## src/rtl/uart_pkg.sv

```systemverilog
// Shared types for the UART receive FIFO: the stored entry layout and
// the width/saturation constants used by the idle-timeout logic.
package uart_pkg;

  // One received byte together with the error flags captured alongside it.
  typedef struct packed {
    logic       frame_error;
    logic       parity_error;
    logic [7:0] data;
  } rx_fifo_entry_t;

  localparam int unsigned ENTRY_W  = $bits(rx_fifo_entry_t);
  localparam logic [31:0] IDLE_MAX = 32'hFFFF_FFFF;

endpackage

```

## src/rtl/uart_fifo_mem.sv

```systemverilog
// Register-array storage for the receive FIFO: one synchronous write port
// and one asynchronous read port, so the head entry falls through as soon
// as the read pointer points at it.
module uart_fifo_mem #(
  parameter int unsigned WIDTH = 10,
  parameter int unsigned DEPTH = 16
) (
  input  logic                     i_clk,
  input  logic                     i_we,
  input  logic [$clog2(DEPTH)-1:0] i_waddr,
  input  logic [WIDTH-1:0]         i_wdata,
  input  logic [$clog2(DEPTH)-1:0] i_raddr,
  output logic [WIDTH-1:0]         o_rdata
);

  logic [WIDTH-1:0] mem_q [DEPTH];

  // Write the incoming entry into the slot addressed by the write pointer.
  // NOTE: the array has no reset; every slot is written before it can be
  // read, and the controller masks the read data while the FIFO is empty.
  always_ff @(posedge i_clk) begin
    if (i_we) begin
      mem_q[i_waddr] <= i_wdata;
    end
  end

  assign o_rdata = mem_q[i_raddr];

endmodule

```

## src/rtl/uart_rx_fifo.sv

```systemverilog
// Receive-side FIFO between the UART receiver and its consumer. Owns the
// pointers, occupancy flags, sticky overflow flag and idle-timeout counter;
// entry storage lives in uart_fifo_mem.
module uart_rx_fifo
  import uart_pkg::*;
#(
  parameter int unsigned DEPTH       = 16,
  parameter int unsigned ALMFULL_LVL = DEPTH - 2
) (
  input  logic                     i_clk,
  input  logic                     i_rst,
  input  logic                     i_rx_done,
  input  logic [7:0]               i_rx_word,
  input  logic                     i_rx_frame_error,
  input  logic                     i_rx_parity_error,
  output logic                     o_rd_valid,
  input  logic                     i_rd_ready,
  output logic [7:0]               o_rd_data,
  output logic                     o_rd_frame_error,
  output logic                     o_rd_parity_error,
  output logic [$clog2(DEPTH):0]   o_level,
  output logic                     o_empty,
  output logic                     o_full,
  output logic                     o_almfull,
  output logic                     o_overflow,
  input  logic                     i_overflow_clr,
  input  logic                     i_flush,
  input  logic [31:0]              i_timeout_cycles,
  output logic                     o_rx_timeout
);

  localparam int unsigned AW = $clog2(DEPTH);
  localparam int unsigned LW = AW + 1;

  logic [AW-1:0]  wr_ptr_q, wr_ptr_d;
  logic [AW-1:0]  rd_ptr_q, rd_ptr_d;
  logic [LW-1:0]  level_q, level_d;
  logic           empty_q, empty_d;
  logic           full_q, full_d;
  logic           almfull_q, almfull_d;
  logic           overflow_q, overflow_d;
  logic [31:0]    idle_q, idle_d;

  logic           push, pop, drop;
  rx_fifo_entry_t wr_entry, head_entry;

  assign wr_entry = '{frame_error:  i_rx_frame_error,
                      parity_error: i_rx_parity_error,
                      data:         i_rx_word};

  uart_fifo_mem #(
    .WIDTH (ENTRY_W),
    .DEPTH (DEPTH)
  ) u_mem (
    .i_clk   (i_clk),
    .i_we    (push),
    .i_waddr (wr_ptr_q),
    .i_wdata (wr_entry),
    .i_raddr (rd_ptr_q),
    .o_rdata (head_entry)
  );

  // Next-state for pointers, occupancy flags, overflow and idle counter.
  // NOTE: every variable gets a default at the top of the block so no
  // path through the if/else chain can leave it unassigned (no latches).
  always_comb begin
    pop        = !empty_q && i_rd_ready;
    push       = i_rx_done && (!full_q || pop);
    drop       = i_rx_done && full_q && !pop;
    wr_ptr_d   = wr_ptr_q;
    rd_ptr_d   = rd_ptr_q;
    level_d    = level_q;
    overflow_d = overflow_q;
    idle_d     = idle_q;

    if (i_flush) begin
      wr_ptr_d = '0;
      rd_ptr_d = '0;
      level_d  = '0;
    end else begin
      if (push) wr_ptr_d = wr_ptr_q + AW'(1);
      if (pop)  rd_ptr_d = rd_ptr_q + AW'(1);
      if (push && !pop)      level_d = level_q + LW'(1);
      else if (pop && !push) level_d = level_q - LW'(1);
    end

    // A dropped byte wins over a same-cycle clear so the loss is never missed.
    if (drop)                overflow_d = 1'b1;
    else if (i_overflow_clr) overflow_d = 1'b0;

    if (push || pop || i_flush || empty_q) idle_d = '0;
    else if (idle_q != IDLE_MAX)           idle_d = idle_q + 32'd1;

    empty_d   = (level_d == '0);
    full_d    = (level_d == LW'(DEPTH));
    almfull_d = (level_d >= LW'(ALMFULL_LVL));
  end

  // State registers; the flags are registered from level_d so they always
  // agree with o_level in the same cycle.
  // NOTE: sequential state uses non-blocking assignments only, so every
  // register samples the pre-edge values computed above.
  always_ff @(posedge i_clk or posedge i_rst) begin
    if (i_rst) begin
      wr_ptr_q   <= '0;
      rd_ptr_q   <= '0;
      level_q    <= '0;
      empty_q    <= 1'b1;
      full_q     <= 1'b0;
      almfull_q  <= 1'b0;
      overflow_q <= 1'b0;
      idle_q     <= '0;
    end else begin
      wr_ptr_q   <= wr_ptr_d;
      rd_ptr_q   <= rd_ptr_d;
      level_q    <= level_d;
      empty_q    <= empty_d;
      full_q     <= full_d;
      almfull_q  <= almfull_d;
      overflow_q <= overflow_d;
      idle_q     <= idle_d;
    end
  end

  // Head fields are forced to zero while empty so stale storage never shows.
  assign o_rd_valid        = !empty_q;
  assign o_rd_data         = empty_q ? 8'h00 : head_entry.data;
  assign o_rd_frame_error  = !empty_q && head_entry.frame_error;
  assign o_rd_parity_error = !empty_q && head_entry.parity_error;
  assign o_level           = level_q;
  assign o_empty           = empty_q;
  assign o_full            = full_q;
  assign o_almfull         = almfull_q;
  assign o_overflow        = overflow_q;
  assign o_rx_timeout      = !empty_q && (i_timeout_cycles != 32'd0) &&
                             (idle_q >= i_timeout_cycles);

endmodule

```

## config.mk

```make
export PLATFORM = sky130hd
export DESIGN_NAME = uart_rx_fifo
export DESIGN_NICKNAME = d
export VERILOG_FILES = /design/src/rtl/uart_pkg.sv /design/src/rtl/uart_fifo_mem.sv /design/src/rtl/uart_rx_fifo.sv
export SDC_FILE = /design/constraint.sdc
export NUM_CORES = 1
export LEC_CHECK = 0
export CAP_MARGIN = 30
export CORE_ASPECT_RATIO = 0.8
export CORE_UTILIZATION = 64
export DETAILED_ROUTE_END_ITERATION = 16
export PLACE_DENSITY_LB_ADDON = 0.05
export SLEW_MARGIN = 20
export SYNTH_ARGS = -nofsm -noshare
export SYNTH_HDL_FRONTEND = slang
export SYNTH_SLANG_ARGS = --single-unit
```

## constraint.sdc

```tcl
create_clock -name i_clk -period 4.7 [get_ports i_clk]
set_input_delay 0.705 -clock i_clk [delete_from_list [all_inputs] [get_ports i_clk]]
set_output_delay 0.705 -clock i_clk [all_outputs]
set_load 0.02 [all_outputs]
```

==> results of run 1 <==
[area by class of cell]
cell class                      count  area [um^2]
Clock inverter                      9          100
Fill cell                         888         3650
Tap cell                          189          236
Antenna cell                        1         2.50
Timing Repair Buffer               73          756
Sequential cell                   209         6030
Clock buffer                       27          548
Inverter                           43          161
Multi-Input combinational cell    390         3470
[power groups by stage]
| stage | combinational [mW] | clock (mW) | sequential, mW |
|---|---|---|---|
| floorplan | 0.529 | 0 | 2.14 |
| global placement | 0.802 | 0 | 2.15 |
| detailed placement | 0.824 | 0 | 2.16 |
| CTS | 0.837 | 1.61 | 2.12 |
| global route | 0.889 | 1.69 | 2.13 |
| finish | 0.832 | 1.60 | 2.12 |
[synth_stat cells (2+ instances only)]
| library cell | n |
|---|---|
| nand3_1 | 17 |
| a211oi_1 | 3 |
| clkbuf_1 | 18 |
| dfrtp_1 | 48 |
| nor4b_1 | 2 |
| nor2_1 | 23 |
| nor4_1 | 12 |
| a21o_1 | 6 |
| o31ai_1 | 8 |
| o211ai_1 | 7 |
| nor2b_1 | 3 |
| buf_6 | 2 |
| xnor2_1 | 5 |
| nor3_1 | 8 |
| mux4_2 | 50 |
| edfxtp_1 | 160 |
| mux2_2 | 2 |
| and4_1 | 13 |
| buf_2 | 6 |
| mux2i_1 | 3 |
| a31oi_1 | 2 |
| nand2b_1 | 6 |
| nor3b_1 | 2 |
| o21ai_0 | 14 |
| nand4_1 | 21 |
| ha_1 | 40 |
| and3_1 | 4 |
| inv_1 | 43 |
| or2_2 | 2 |
| a21oi_1 | 32 |
| or3_1 | 10 |
| nand2_1 | 32 |
| and2_1 | 27 |
| or4_1 | 14 |
| xor2_1 | 8 |
[worst max path at each step]
stage	startpoint	endpoint
6_report	rd_ptr_q[0]	o_rd_data[1]
5_1_grt	rd_ptr_q[0]	o_rd_data[1]
3_3_place_gp	i_timeout_cycles[5]	o_rx_timeout
2_1_floorplan	i_timeout_cycles[30]	o_rx_timeout
3_5_place_dp	i_timeout_cycles[5]	o_rx_timeout
4_1_cts	rd_ptr_q[0]	o_rd_data[1]
[kinds of logic (layout without fill, tap and decap cells)]
family / Yosys count / after routing / synth area share, %
AO/OA/AOI/OAI: 82 / 82 / 5.22
adder cells (fa/ha/maj): 40 / 40 / 5.12
other: 0 / 1 / 0
AND/OR/NAND/NOR: 200 / 200 / 11.8
flip-flops: 209 / 209 / 61.7
XOR/XNOR: 13 / 13 / 1.16
multiplexers: 55 / 55 / 12.0
buffers and inverters: 71 / 152 / 2.99
[worst register-to-register path, stage by stage, from the launching register on]
cell and delay (ns):
dfstp_2 0.41, nand2b_1 0.29, a21boi_2 0.54, nor3b_1 0.43
and2_1 0.65
[layout by cell type, fill, tap and decap left out, types with 7 or more instances in the layout]
master             n
nand3_1           17
inv_1             42
o211ai_1           7
o31ai_1            7
and4_1            13
ha_1              40
or3_1             10
nand4_1           21
edfxtp_1         160
mux4_2            50
a21oi_1           32
nor4_1            11
and2_1            27
xor2_1             8
nor3_1             7
dfrtp_1           47
clkdlybuf4s50_1   68
nand2_1           32
o21ai_0           14
nor2_1            23
or4_1             14
clkbuf_16         21
[flip-flops by register name, summed over array words and instances, names as in the netlist]
name         cells
o_full           1
rd_ptr_q         4
idle_q          32
u_mem.mem_q    160
o_almfull        1
wr_ptr_q         4
o_empty          1
o_level          5
o_overflow       1
[per-layer routing]
| metal | global-route usage [%] | part of all wire [%] | vias to the layer above |
|---|---|---|---|
| met2 | 45.3 | 47 | 260 |
| met1 | 41.5 | 43 | 3075 |
| met4 | 6.15 | 1.7 | 4 |
| met3 | 7.00 | 7.8 | 41 |
| met5 | 0 | 0.12 | - |
| li1 | - | - | 2765 |
==> key figures, run 1 <==
Status
  – Outcome: completed

Setup path
  – Worst setup path class: reg -> out
  – Setup crit end kind: output port
  – RR Startpoint: o_empty
  – CP Cell Sequence: buf_12 > mux4_2 > mux4_2 > and2_1 > clkdlybuf4s50_1
  – Arrival time at the worst endpoint: approximately 3.4 ns
  – WP data required: between 3 and 4 ns
  – Stages on the worst setup path: 5
  – Crit path top cell by count: mux4_2
  – Peak per-stage delay on the critical path: about 0.75 ns
  – FF-to-FF End: u_mem.mem_q[2][3]
  – Cell family with most CP delay: multiplexers
  – R2R depth: 4
  – Startpoint types: register
  – Slowest CP cell: dfrtp_2
  – Worst path bufs/invs: 2
  – FF-to-FF setup slack: roughly 2.0 ns
  – Worst-path fanout max: 26

STA
  – Count of final setup violators: 0
  – Tcrit/Tclk final: 86.6%
  – Max_slew headroom: roughly 45%
  – Tightest Pin Transition: ~0.8 ns
  – Hold Vio Cnt, Final: 0
  – Setup TNS: 0 ns
  – Post-Route Skew: roughly 0.015 ns
  – Final Max Tran Viols: 0
  – Minimum clock period: 4.07 ns
  – RSZ-0062 raised after global routing: false
  – Setup ws final: 0.629 ns
  – Maximum clock rate: about 250 MHz
  – WHS: 0.537 ns

Cells and area
  – Cell area after layout: around 11000 um^2
  – Final-stage net count: 826
  – Share of post-route cells with drive strength above 1: between 10% and 20%
  – Layout Cells excl Fill: roughly 940
  – P&R area growth vs syn: 15.6%
  – Final core utilization: between 70% and 80%

CTS
  – CTS tree: yes
  – Clock Latency Late Sink: about 0.50 ns
  – # resized after CTS: 0
  – Setup Fix Bufs, Post-CTS: 0
  – CTS buffer count: 21
  – Max clock buf depth: 3
  – CTS root buffer: clkbuf_16
  – Htree depth: 1
  – Cts hold-fix bufs: 0
  – Clk sinks: 209
  – Reg clk slew, reported paths: roughly 0.060 ns

Floorplan
  – Die area: ~16000 um^2
  – Top-Level Pins: 69
  – Die span in y: around 110 um
  – Row count: 40
  – Initial Utilization: roughly two thirds
  – Total core area: about 15000 um^2
  – Die Width: 140 um

GRT
  – Initial antenna violation count: 3
  – Global-route wire length before repair: 33.9 mm
  – Vias in the first global route: 6133
  – Grt ovf: 0
  – Largest net degree at the start of global routing: 43
  – Total Routing Usage GR: between 20 and 30%

Min path
  – Hold Crit Class: reg -> reg
  – Worst hold path startpoint: rd_ptr_q[1]
  – Hold EP: rd_ptr_q[1]
  – Hold Path Cell Cnt: 2

Detailed routing
  – Vias: between 6k and 7k
  – Starting DRT DRC Count: 570
  – Residual DRC count: 0
  – Wirelength, routed: around 22 mm
  – Final ANT Viol Nets: 0
  – Vias per cell: 6.53
  – Post-DR wirelength/cell: roughly 23 um
  – Total iterations of the first detailed-routing run: 5

Placed design
  – Placed inst area: roughly 11000 um^2
  – Placer congestion estimate: roughly 0.84
  – Place WS: ~0.71 ns
  – Post-Place Cells: 903
  – IO buf count: 68
  – DP HPWL: about 14 mm

Logic synthesis
  – Sequential cell area fraction in the yosys report: between 60 and 70%
  – EDFF count, synth: 160
  – Top FF cell, synth: edfxtp_1
  – Synth Cell Area: 9780 um^2
  – Synth top area cells: edfxtp_1 (49%), dfrtp_1 (12%), mux4_2 (12%)
  – Synth Net Count: roughly 760
  – Async S/R FF share, synth: 23.4%
  – FF+latch count, synth: about 210
  – Syn Area/Cell: 14.6 um^2
  – Post-Syn Instances: between 600 and 700
  – Cell taking the most area after synthesis: edfxtp_1
  – Yosys cell types: 52
  – Synth Warn #: 0
  – Top cell type's share of synthesized area: slightly below 50%

Pwr
  – Clock share of power: a little over a third
  – Sequential power share: around 47%
  – Internal: between 3 and 4 mW
  – Sw Share: between 20% and 30%
  – Sw power: between 1 and 1.5 mW
  – Worst vdd ir: around 420 uV
  – Pwr/cell area: around 400 nW/um^2
  – Logic pwr share: 18.3%
  – Leak pwr: roughly 4 nW
  – Tot Pwr: between 4 and 5 mW

Flow run
  – Max-Cap Viols: 0
Note: power is estimated with default switching activity, not from simulation.
==> run 2: changes to the inputs <==
CORE_UTILIZATION = 59   (was 64)
clock period = 4.25 ns   (was 4.7 ns; I/O delays follow)
==> run 2 against run 1 <==
Combinational power up 13%. Sequential power is 9.4% higher. Sequential share of layout area shrank 0.053 points. Critical path depth up 4. Design area barely moved. Final cell count rose by 3.1%. Critical path type is now in -> out. Critical endpoint is now o_rx_timeout. Largest power group unchanged. Highest routed layer is now met4.
==> key figures, run 2 (synthesis gave the netlist of run 1 again) <==
Min path
  – Hold Crit Class: in -> async

CTS
  – Setup Fix Bufs, Post-CTS: 0 (unchanged)
  – Htree depth: 1 (unchanged)
  – # resized after CTS: 0 (unchanged)
  – CTS buffer count: 21 (unchanged)
  – Clk sinks: 209 (unchanged)
  – Reg clk slew, reported paths: 0.06 ns (about the same)
  – CTS tree: yes
  – Clock Latency Late Sink: 0.49 ns (about the same)
  – Cts hold-fix bufs: 0 (unchanged)
  – Max clock buf depth: 3 (unchanged)
  – CTS root buffer: clkbuf_16

Pwr
  – Pwr/cell area: 436 nW/um^2 (+8.6%)
  – Tot Pwr: 4.94 mW (+8.7%)
  – Leak pwr: 4.02 nW (-0.57%)
  – Worst vdd ir: 341 uV (-19%)

STA
  – Tightest Pin Transition: 0.860 ns (+0.0386 ns)
  – Setup TNS: 0 ns (unchanged)
  – Final Max Tran Viols: 0 (unchanged)
  – Max_slew headroom: 42.7% (-2.2 points)
  – Post-Route Skew: 0.0141 ns (-0.00102 ns)
  – Tcrit/Tclk final: 92.5%
  – Hold Vio Cnt, Final: 0 (unchanged)
  – Count of final setup violators: 0 (unchanged)
  – Minimum clock period: around 4 ns
  – RSZ-0062 raised after global routing: false
  – Setup ws final: 0.318 ns (-0.311 ns)
  – Maximum clock rate: around 250 MHz

Cells and area
  – Register area: 6030 um^2 (unchanged)
  – Commonest cells after routing, fill and taps aside: edfxtp_1 (160), clkdlybuf4s50_1 (68), mux4_2 (50), dfrtp_1 (47), inv_1 (42)
  – Max reg flops: 160 (unchanged)
  – P&R area growth vs syn: 15.7% (about the same)
  – Share of post-route cells with drive strength above 1: 13.1% (+0.23 points)
  – Final-stage net count: 826 (unchanged)
  – Multi-input logic area: 3470 um^2 (unchanged)
  – Top reg by flops: u_mem.mem_q
  – Commonest non-fill, non-tap cell in the layout: edfxtp_1
  – # fillers: 1083 (+22%)

Setup path
  – Crit path top cell by count: clkdlybuf4s50_1
  – Worst path bufs/invs: 3 (+1)
  – Setup crit end kind: output port
  – Worst-path fanout max: 2 (-92%)
  – CP Cell Sequence: clkdlybuf4s50_1 > inv_1 > ha_1 > a21o_1 > a221oi_1 > o21ai_0 > a311oi_1 > o22ai_1 > clkdlybuf4s50_1
  – Slowest CP cell: clkdlybuf4s50_1
  – Worst setup path class: in -> out
  – Arrival time at the worst endpoint: 3.29 ns (-0.08 ns)
  – Cell family with most CP delay: compound AO/OA/AOI/OAI gates
  – Startpoint types: input port
  – WP data required: 3.61 ns (-0.38 ns)
  – Peak per-stage delay on the critical path: 0.57 ns (-0.18 ns)

Floorplan
  – Row count: 41 (+2.5%)
  – Top-Level Pins: 69 (unchanged)
  – Die area: 17100 um^2 (+8.3%)
  – Die Width: 146 um (+4.1%)
  – Initial Utilization: 61.1% (-4.3 points)
  – Die span in y: 117 um (+4.1%)
  – Total core area: 16000 um^2 (+7.0%)

Detailed routing
  – Total iterations of the first detailed-routing run: 5 (unchanged)
  – Wire length on met2: 10.1 mm (-0.77%)
  – Vias per cell: 6.37 (-2.5%)
  – Vias: 6179 (+0.55%)
  – Top sig layer: met4
  – Starting DRT DRC Count: 469 (-18%)
  – Post-DR wirelength/cell: 22.0 um (-3.9%)
  – Wirelength, routed: 21.3 mm (-0.90%)
  – Residual DRC count: 0 (unchanged)
  – Metal-1 WL: 9.05 mm (-2.3%)
  – WL met3: 1.87 mm (+12%)
  – Final ANT Viol Nets: 0 (unchanged)

Placed design
  – Placer congestion estimate: 0.867 (+3.2%)
  – IO buf count: 68 (unchanged)
  – DP HPWL: 13.8 mm (+0.93%)
  – Place WS: 0.360 ns (-0.353 ns)

Status
  – Outcome: completed

Flow run
  – Max-Cap Viols: 0 (unchanged)

GRT
  – Grt ovf: 0 (unchanged)
  – Vias in the first global route: 6018 (-1.9%)
  – Total Routing Usage GR: 26.0% (-2.8 points)
  – Global-route wire length before repair: 33.2 mm (-2.0%)
  – Initial antenna violation count: 2 (-1)
  – Largest net degree at the start of global routing: 44 (+2.3%)
run 2: cell types whose count changed in the layout (fill, tap and decap cells not counted), sizes merged:
cell,delta
clkinv,-1
diode,+1
clkinvlp,+3
clkbuf,+1
inv,+1
bufinv,-2
run 2: worst register-to-register path: stages (launching register included):
cell      delay, ns
dfstp_2        0.41
nand2b_1       0.31
a21boi_2       0.55
nor3b_1        0.39
and2_1         0.66
run 2: stage by stage:
step	area [um^2]	util, %	hold WS, ns	instances
floorplan	9780	-	0.534	670
detailed placement	10700	66.8	0.525	930
CTS	11300	70.7	0.450	968
global route	11300	70.7	0.486	968
finish	11300	70.7	0.450	970
global placement	10700	66.6	0.511	929
run 2: cell type report:
class | count | share of cell area, %
well taps | 215 | 2.38
clock buffers | 28 | 4.96
diodes | 2 | 0.0442
repair buffers | 73 | 6.67
inverters | 43 | 1.43
clock inverters | 10 | 0.552
flip-flops and latches | 209 | 53.3
multi-input cells | 390 | 30.7
run 2: where the power goes:
part,switching [mW],leakage [nW],internal (mW),total (mW)
combinational,0.472,1.60,0.471,0.943
clock,0.742,0.297,0.938,1.68
sequential,0.0512,2.12,2.27,2.32
total,1.27,4.02,3.68,4.94
run 2: worst paths after layout:
| kind | startpoint | to | slack, ns | cells past startpoint |
|---|---|---|---|---|
| worst max-delay path | i_timeout_cycles[5] | o_rx_timeout | 0.32 | 9 |
| worst min-delay path | i_rst | o_level[2] | 0.45 | 2 |
| worst max register to register | o_empty | u_mem.mem_q[3][4] | 1.55 | 4 |
| worst min register to register | o_overflow | o_overflow | 0.53 | 2 |
| max in group asynchronous | i_rst | idle_q[23] | 3.27 | 3 |
| min in group i_clk | o_overflow | o_overflow | 0.53 | 2 |
run 2: per-layer routing:
| layer | up-vias | global-route usage, % |
|---|---|---|
| met1 | 3117 | 37.1 |
| met5 | - | 0 |
| met3 | 30 | 5.47 |
| met4 | 0 | 5.00 |
| li1 | 2759 | - |
| met2 | 273 | 42.4 |
==> run 3: changes to the inputs <==
CTS_CLUSTER_SIZE = 40   (was unset)
==> results of run 3 <==
Same layout as run 2: the final DEF is identical, and so are final timing and power.
